File: src/rtl/fib_pkg.sv
// fib_pkg: shared Fibonacci state encoding and default widths
package fib_pkg;
  localparam int FIB_WIDTH = 32;
  localparam int FIB_NW    = 8;
  typedef enum logic [1:0] {IDLE, RUN, DONE} fib_state_t;
endpackage

File: src/rtl/fib_index.sv
// fib_index: finds the largest n with F(n) <= T by stepping the sequence once per clock
module fib_index
  import fib_pkg::*;
#(
  parameter int WIDTH = FIB_WIDTH,
  parameter int NW    = FIB_NW
) (
  input  logic             i_clk,
  input  logic             i_reset_n,
  input  logic             i_stb,
  input  logic [WIDTH-1:0] i_value,
  output logic             o_busy,
  output logic             o_valid,
  output logic [NW-1:0]    o_n,
  output logic [WIDTH-1:0] o_fib,
  output logic             o_exact
);
  fib_state_t       r_state;
  logic [WIDTH-1:0] r_target, r_cur, r_prev, r_fib;
  logic [NW-1:0]    r_idx, r_n;
  logic             r_valid, r_exact;
  logic [WIDTH:0]   w_nxt;
  logic             w_over;
  // a carry into bit WIDTH always exceeds the zero-extended target, so wrap never yields a result
  assign w_nxt   = {1'b0, r_cur} + {1'b0, r_prev};
  assign w_over  = w_nxt > {1'b0, r_target};
  assign o_busy  = r_state != IDLE;
  assign o_valid = r_valid;
  assign o_n     = r_n;
  assign o_fib   = r_fib;
  assign o_exact = r_exact;
  always_ff @(posedge i_clk or negedge i_reset_n) begin
    if (!i_reset_n) begin
      r_state  <= IDLE;
      r_target <= '0;
      r_cur    <= '0;
      r_prev   <= WIDTH'(1);
      r_idx    <= '0;
      r_valid  <= 1'b0;
      r_n      <= '0;
      r_fib    <= '0;
      r_exact  <= 1'b0;
    end else begin
      case (r_state)
        IDLE: if (i_stb) begin
          r_state  <= RUN;
          r_target <= i_value;
          r_cur    <= '0;
          r_prev   <= WIDTH'(1);
          r_idx    <= '0;
        end
        RUN: if (!w_over) begin
          r_prev <= r_cur;
          r_cur  <= w_nxt[WIDTH-1:0];
          r_idx  <= r_idx + NW'(1);
        end else begin
          r_state <= DONE;
          r_valid <= 1'b1;
          r_n     <= r_idx;
          r_fib   <= r_cur;
          r_exact <= r_cur == r_target;
        end
        DONE: begin
          r_state <= IDLE;
          r_valid <= 1'b0;
        end
        default: r_state <= IDLE;
      endcase
    end
  end
endmodule

File: config.mk
export PLATFORM = sky130hd
export DESIGN_NAME = fib_index
export DESIGN_NICKNAME = d
export VERILOG_FILES = /design/src/rtl/fib_pkg.sv /design/src/rtl/fib_index.sv
export SDC_FILE = /design/constraint.sdc
export NUM_CORES = 1
export LEC_CHECK = 0
export CAP_MARGIN = 25
export CORE_ASPECT_RATIO = 0.75
export CORE_MARGIN = 2
export CORE_UTILIZATION = 60
export CTS_CLUSTER_DIAMETER = 50
export DETAILED_ROUTE_END_ITERATION = 12
export HOLD_SLACK_MARGIN = 0.06
export PLACE_DENSITY = 0.87
export SYNTH_ARGS = -nofsm -noshare
export SYNTH_HDL_FRONTEND = slang
export SYNTH_SLANG_ARGS = --single-unit
File: constraint.sdc
create_clock -name i_clk -period 7.5 [get_ports i_clk]
set_input_delay 2.25 -clock i_clk [delete_from_list [all_inputs] [get_ports i_clk]]
set_output_delay 2.25 -clock i_clk [all_outputs]
set_load 0.01 [all_outputs]
==> run_results.csv, run 1 <==
group,metric,value,unit
run_status,status,"finished, final reports clean",
cells_and_area,fillCellCount,1056,
grt,grt_pass1_vias,6793,
clock_tree,clk_pin_slew,0.06,ns
worst_setup_path,cp_max_fo,26,
cells_and_area,syn_to_final_growth,16.5,%
synthesis,synth_cell_types,62,
clock_tree,cts_resized,0,
synthesis,synth-simple-area-share,15.1,%
clock_tree,post_cts_buffers,0,
placement,dpl_cell_area,9740,um2
floorplan,core-area,14500,um2
clock_tree,clockBufferDepth,2,
clock_tree,clkSinkCount,148,
detailed_routing,drt-total-wl,22500,um
sta,fin_crit_sh,74.9,%
detailed_routing,vias,7355,
pwr,power_density,391,nW/um2
synthesis,synth_top_family_by_area,"compound AO/OA/AOI/OAI gates",
clock_tree,ctsRootBufferMaster,"clkbuf_16",
worst_setup_path,critPathKind,"reg -> reg",
synthesis,netlist_instances,940,
sta,rsz0062_at_grt,"no",
sta,hold_viol,0,
synthesis,avgSynthCellArea,9.48,um2
cells_and_area,n_antenna_cell,0,
worst_setup_path,cp_top_family,"compound AO/OA/AOI/OAI gates",
floorplan,dieArea,15900,um2
cells_and_area,instances_no_fill,1217,
clock_tree,tritoncts,"yes",
placement,place_hpwl,15300,um
cells_and_area,fin_nets,1105,
synthesis,netlist_area,8910,um2
sta,setup_tns,0,ns
synthesis,synth_compound_area_share,15.9,%
placement,place_inst,1184,
floorplan,num_rows,38,
worst_setup_path,worst_path_most_repeated_cell,"ha_1",
synthesis,yosysWarnings,0,
cells_and_area,postLayoutCellArea,10400,um2
clock_tree,cts_hold_buf,0,
placement,routabilityCongestion,0.972,
cells_and_area,finalCoreUtilization,71.6,%
synthesis,yosysTopAreaCellShare,41.3,%
sta,setup_viol,0,
sta,worst_pin_slew,0.784,ns
detailed_routing,via_per_inst,6.04,
cells_and_area,drive_above_1_share,9.83,%
worst_setup_path,cp_slowest_cell,"nor4_1",
clock_tree,clkLatencyLatePin,0.43,ns
sta,fin_crit,5.62,ns
synthesis,ys_async_sr_fraction,100,%
clock_tree,htreeDepth,4,
grt,grt_max_degree,86,
worst_setup_path,slowest_delay,0.46,ns
floorplan,num_io_pins,78,
worst_setup_path,critPathLaunchType,"flop",
synthesis,synth_top_area_cell,"dfrtp_1",
cells_and_area,final_common_cell,"nand2_1",
detailed_routing,drt-initial-drc-count,822,
worst_setup_path,crit_required,7.81,ns
floorplan,die_h,110,um
cells_and_area,layout_common_cells,"178 x nand2_1, 147 x dfrtp_1, 76 x clkdlybuf4s50_1",
detailed_routing,final_antenna_net_count,0,
grt,overflow,0,
floorplan,die_x,145,um
synthesis,synth-seq-cells,148,
synthesis,synth_mux_area_share,7.64,%
synthesis,synth_edf_count,0,
sta,maxSlewHeadroom,47.7,%
pwr,leakage,5.03,nW
pwr,ir_drop,0.000418,V
worst_setup_path,arrival,5.93,ns
synthesis,synth_seq_area_share,41.6,%
grt,antenna_found_initial,0,
synthesis,synth_xor_area_share,5.31,%
worst_setup_path,crit_chain,"ha_1, a21o_1, a31o_1, a221o_1, or2_2, a31oi_1, o21ai_0, xnor2_1, inv_1, ha_1, nand4_1, nor4_1, o311ai_0, o2111ai_1, o21ai_2, and2_4, nor2_8, buf_12, mux2_2",
worst_setup_path,end_kind,"flop",
worst_setup_path,critPathBufInv,2,
detailed_routing,remaining_drc_errors,0,
flow_run,cap_viol_max_count,0,
synthesis,synthAdderAreaFrac,9.35,%
synthesis,synthFlopType,"dfrtp_1",
sta,max_clock_freq,178,MHz
clock_tree,cts_buffers,17,
placement,placement.io_buffers,77,
detailed_routing,drt_pass1_iterations,5,
synthesis,syn_nets,1041,
synthesis,synthTopCellsByArea,"dfrtp_1 41%, ha_1 9.1%, nand2_1 7.5%",
grt,grt_pass1_wl,35900,um
worst_hold_path,min_path_type,"reg -> reg",
worst_setup_path,reg2reg_slack,1.88,ns
detailed_routing,routedWlPerCell,18.5,um
grt,grt_util_all_layers,29.8,%
floorplan,initial_core_util,61.5,%
sta,finClkSkew,0.0125,ns
sta,drv_slew,0,
## final timing paths
kind | startpoint | to | cells after the start
max in group asynchronous | i_reset_n | r_cur[29]$_DFFE_PN0P_ | 2
min | r_prev[0]$_DFFE_PN1P_ | r_prev[0]$_DFFE_PN1P_ | 2
max | r_cur[9]$_DFFE_PN0P_ | o_n[7]$_DFFE_PN0P_ | 19
min in group asynchronous | i_reset_n | r_prev[19]$_DFFE_PN0P_ | 1
min reg2reg | r_prev[0]$_DFFE_PN1P_ | r_prev[0]$_DFFE_PN1P_ | 2
max reg2reg | r_cur[9]$_DFFE_PN0P_ | o_n[7]$_DFFE_PN0P_ | 19
## where the power goes
| group | switching, mW | internal [mW] |
|---|---|---|
| registers | 0.159 | 0.986 |
| logic | 1.28 | 0.714 |
| clock network | 0.350 | 0.565 |
| total | 1.79 | 2.27 |
## kinds of logic after synthesis
family,after synthesis
AOI/OAI and AO/OA,234
xor gates and xnor gates,54
adders and majority gates,66
buffers and inverters,93
DFF,148
muxes,48
and+or+nand+nor,297
## flip-flops by register name, indices dropped and copies added, names as in the netlist
| signal | count |
|---|---|
| r_prev | 32 |
| r_state | 2 |
| r_target | 32 |
| r_cur | 32 |
| o_exact | 1 |
| r_idx | 8 |
| o_n | 8 |
| o_fib | 32 |
| o_valid | 1 |
## synthesized netlist by cell type, types with 11 or more instances
library cell	n
a21o_1	14
a21oi_1	50
and3_1	12
buf_6	13
clkbuf_1	19
dfrtp_1	147
ha_1	65
inv_1	53
mux2_4	39
nand2_1	178
nand3_1	14
nand4_1	11
nor2_1	31
o21ai_0	71
o21ai_1	37
xnor2_1	13
xor2_1	41
## stage by stage
step	hold WS [ns]	power, mW	worst slack, ns
floorplan	0.443	2.68	3.01
detailed placement	0.467	3.06	1.86
global placement	0.452	3.01	2.01
finish	0.478	4.06	1.88
CTS	0.476	3.99	1.72
global route	0.494	4.27	1.46
## worst min-delay path, cell delays in order (launching register included)
cell	delay (ns)
dfstp_2	0.37
inv_1	0.05
a21oi_1	0.05
## layout make-up
type,count,area (um2),share of cell area (%)
flip-flops and latches,148,3700,35.7
inverters,54,203,1.95
clock buffers,19,443,4.27
multi-input cells,699,4760,45.9
clock inverters,13,183,1.76
repair buffers,84,837,8.06
well taps,200,250,2.41
## metal layers
metal	wire length, um	vias up	share of wire (%)	track usage [%]
met5	0	-	0	0
met4	584	0	2.6	10.9
met3	1790	51	8.0	5.53
met2	9960	327	44	45.1
met1	10100	3578	45	43.1
li1	-	3399	-	-
Power figures use the tool's default switching activity.
==> inputs of run 2 (changes only) <==
- CORE_UTILIZATION: 60 -> 59
- PLACE_DENSITY: 0.87 -> 0.86
- clock period: 7.5 -> 5.6 ns (I/O delays scaled with it)
==> run_results.csv, run 2 (same netlist as run 1, synthesis figures left out) <==
group,metric,value,unit
worst_setup_path,critPathKind,"reg -> reg",
worst_setup_path,critPathLaunchType,"flop",
clock_tree,clockBufferDepth,2,
worst_setup_path,startpoint,"r_cur[9]$_DFFE_PN0P_",
detailed_routing,via_per_inst,6.10,
cells_and_area,n_antenna_cell,0,
grt,antenna_found_initial,0,
floorplan,die_h,110,um
clock_tree,tritoncts,"yes",
worst_setup_path,arrival,5.71,ns
sta,worst_pin_slew,0.679,ns
clock_tree,ctsRootBufferMaster,"clkbuf_16",
clock_tree,htreeDepth,4,
grt,grt_util_all_layers,30.1,%
floorplan,dieArea,16100,um2
grt,grt_pass1_wl,38500,um
clock_tree,clkLatencyLatePin,0.43,ns
floorplan,num_io_pins,78,
cells_and_area,drive_above_1_share,10.4,%
detailed_routing,drt_pass1_iterations,6,
grt,grt_pass1_vias,7195,
grt,overflow,0,
worst_setup_path,r2r-end,"r_cur[21]$_DFFE_PN0P_",
worst_setup_path,crit_required,5.92,ns
worst_setup_path,end_kind,"flop",
sta,setup_tns,0,ns
flow_run,cap_viol_max_count,0,
floorplan,die_x,146,um
clock_tree,clkSinkCount,148,
sta,finClkSkew,0.0101,ns
sta,fin_crit_sh,96.2,%
placement,place_hpwl,15700,um
detailed_routing,routedWlPerCell,19.6,um
sta,rsz0062_at_grt,"no",
cells_and_area,fin_nets,1111,
sta,hold_viol,0,
worst_setup_path,reg2reg_slack,0.21,ns
floorplan,num_rows,38,
clock_tree,post_cts_buffers,0,
placement,dpl_cell_area,9770,um2
pwr,power_density,535,nW/um2
sta,maxSlewHeadroom,54.3,%
floorplan,core-area,14600,um2
placement,placement.io_buffers,77,
worst_hold_path,worstHoldStart,"r_prev[0]$_DFFE_PN1P_",
cells_and_area,syn_to_final_growth,17.1,%
detailed_routing,vias,7452,
run_status,status,"finished, final reports clean",
clock_tree,clk_pin_slew,0.06,ns
detailed_routing,final_antenna_net_count,0,
cells_and_area,final_common_cell,"nand2_1",
worst_setup_path,r2r-start,"r_cur[9]$_DFFE_PN0P_",
sta,drv_slew,0,
cells_and_area,postLayoutCellArea,10400,um2
clock_tree,cts_hold_buf,0,
pwr,ir_drop,0.000581,V
worst_setup_path,reg2reg_depth,20,
pwr,leakage,5.05,nW
cells_and_area,layout_common_cells,"178 x nand2_1, 147 x dfrtp_1, 76 x clkdlybuf4s50_1",
floorplan,initial_core_util,61.1,%
detailed_routing,remaining_drc_errors,0,
placement,routabilityCongestion,0.912,
detailed_routing,drt-total-wl,23900,um
clock_tree,cts_buffers,17,
worst_hold_path,min_path_type,"reg -> reg",
sta,max_clock_freq,186,MHz
detailed_routing,drt-initial-drc-count,813,
worst_hold_path,hold-path-endpoint,"r_prev[0]$_DFFE_PN1P_",
sta,setup_viol,0,
grt,grt_max_degree,126,
worst_setup_path,cp_max_fo,63,
sta,fin_crit,5.39,ns
worst_hold_path,hold_depth,2,
## run 2: worst max-delay path by stage
stage	endpoint	slack [ns]
CTS	o_fib[9]$_DFFE_PN0P_	0.04
global placement	o_n[7]$_DFFE_PN0P_	0.17
finish	r_cur[21]$_DFFE_PN0P_	0.21
floorplan	o_fib[0]$_DFFE_PN0P_	1.11
detailed placement	o_n[7]$_DFFE_PN0P_	0.02
global route	r_cur[21]$_DFFE_PN0P_	0.03
## run 2: per-stage QoR
step	setup WS, ns	power, mW	hold slack (ns)	util (%)	instances
global placement	0.167	4.07	0.457	66.9	1187
floorplan	1.11	3.59	0.443	-	940
global route	0.0252	5.87	0.508	71.5	1222
detailed placement	0.0193	4.14	0.465	66.9	1187
finish	0.210	5.59	0.475	71.5	1222
CTS	0.0393	5.41	0.476	71.1	1220
## run 2: area by class of cell
cell class,instances,area [um2]
Tap cell,200,250
Clock buffer,18,429
Fill cell,1079,4160
Multi-Input combinational cell,701,4800
Timing Repair Buffer,88,896
Sequential cell,148,3700
Clock inverter,13,159
Inverter,54,203
## run 2: timing repair
item | CTS | global route
endpoints found under the setup margin | 40 | 105
pin swaps | 2 | 0
gates resized for setup | 0 | 5
cloned | 2 | 1
## run 2: worst max-delay path: stages, from the launching register on
cell       delay (ns)
dfrtp_1          0.42
ha_1             0.40
a21o_1           0.23
a31o_1           0.18
a221o_1          0.39
or2_2            0.36
a31oi_1          0.34
o21ai_0          0.16
xnor2_1          0.20
inv_1            0.07
ha_1             0.27
nand4_1          0.20
nor4_4           0.37
o311ai_0         0.21
o2111ai_1        0.15
o21ai_2          0.11
buf_4            0.19
a31oi_4          0.25
clkbuf_16        0.31
inv_2            0.15
a31o_1           0.26
## run 2: metal layers
metal	GRT usage (%)	share of wire, %	wire, um
met1	43.3	44	10600
met2	45.4	45	10700
met3	7.77	9.1	2180
met4	7.84	1.9	448
met5	0	0	0
## run 2: power by group
part | internal [mW] | switching [mW] | leakage (nW)
Combinational | 1.01 | 1.88 | 2.79
Sequential | 1.32 | 0.213 | 1.97
Clock | 0.698 | 0.477 | 0.282
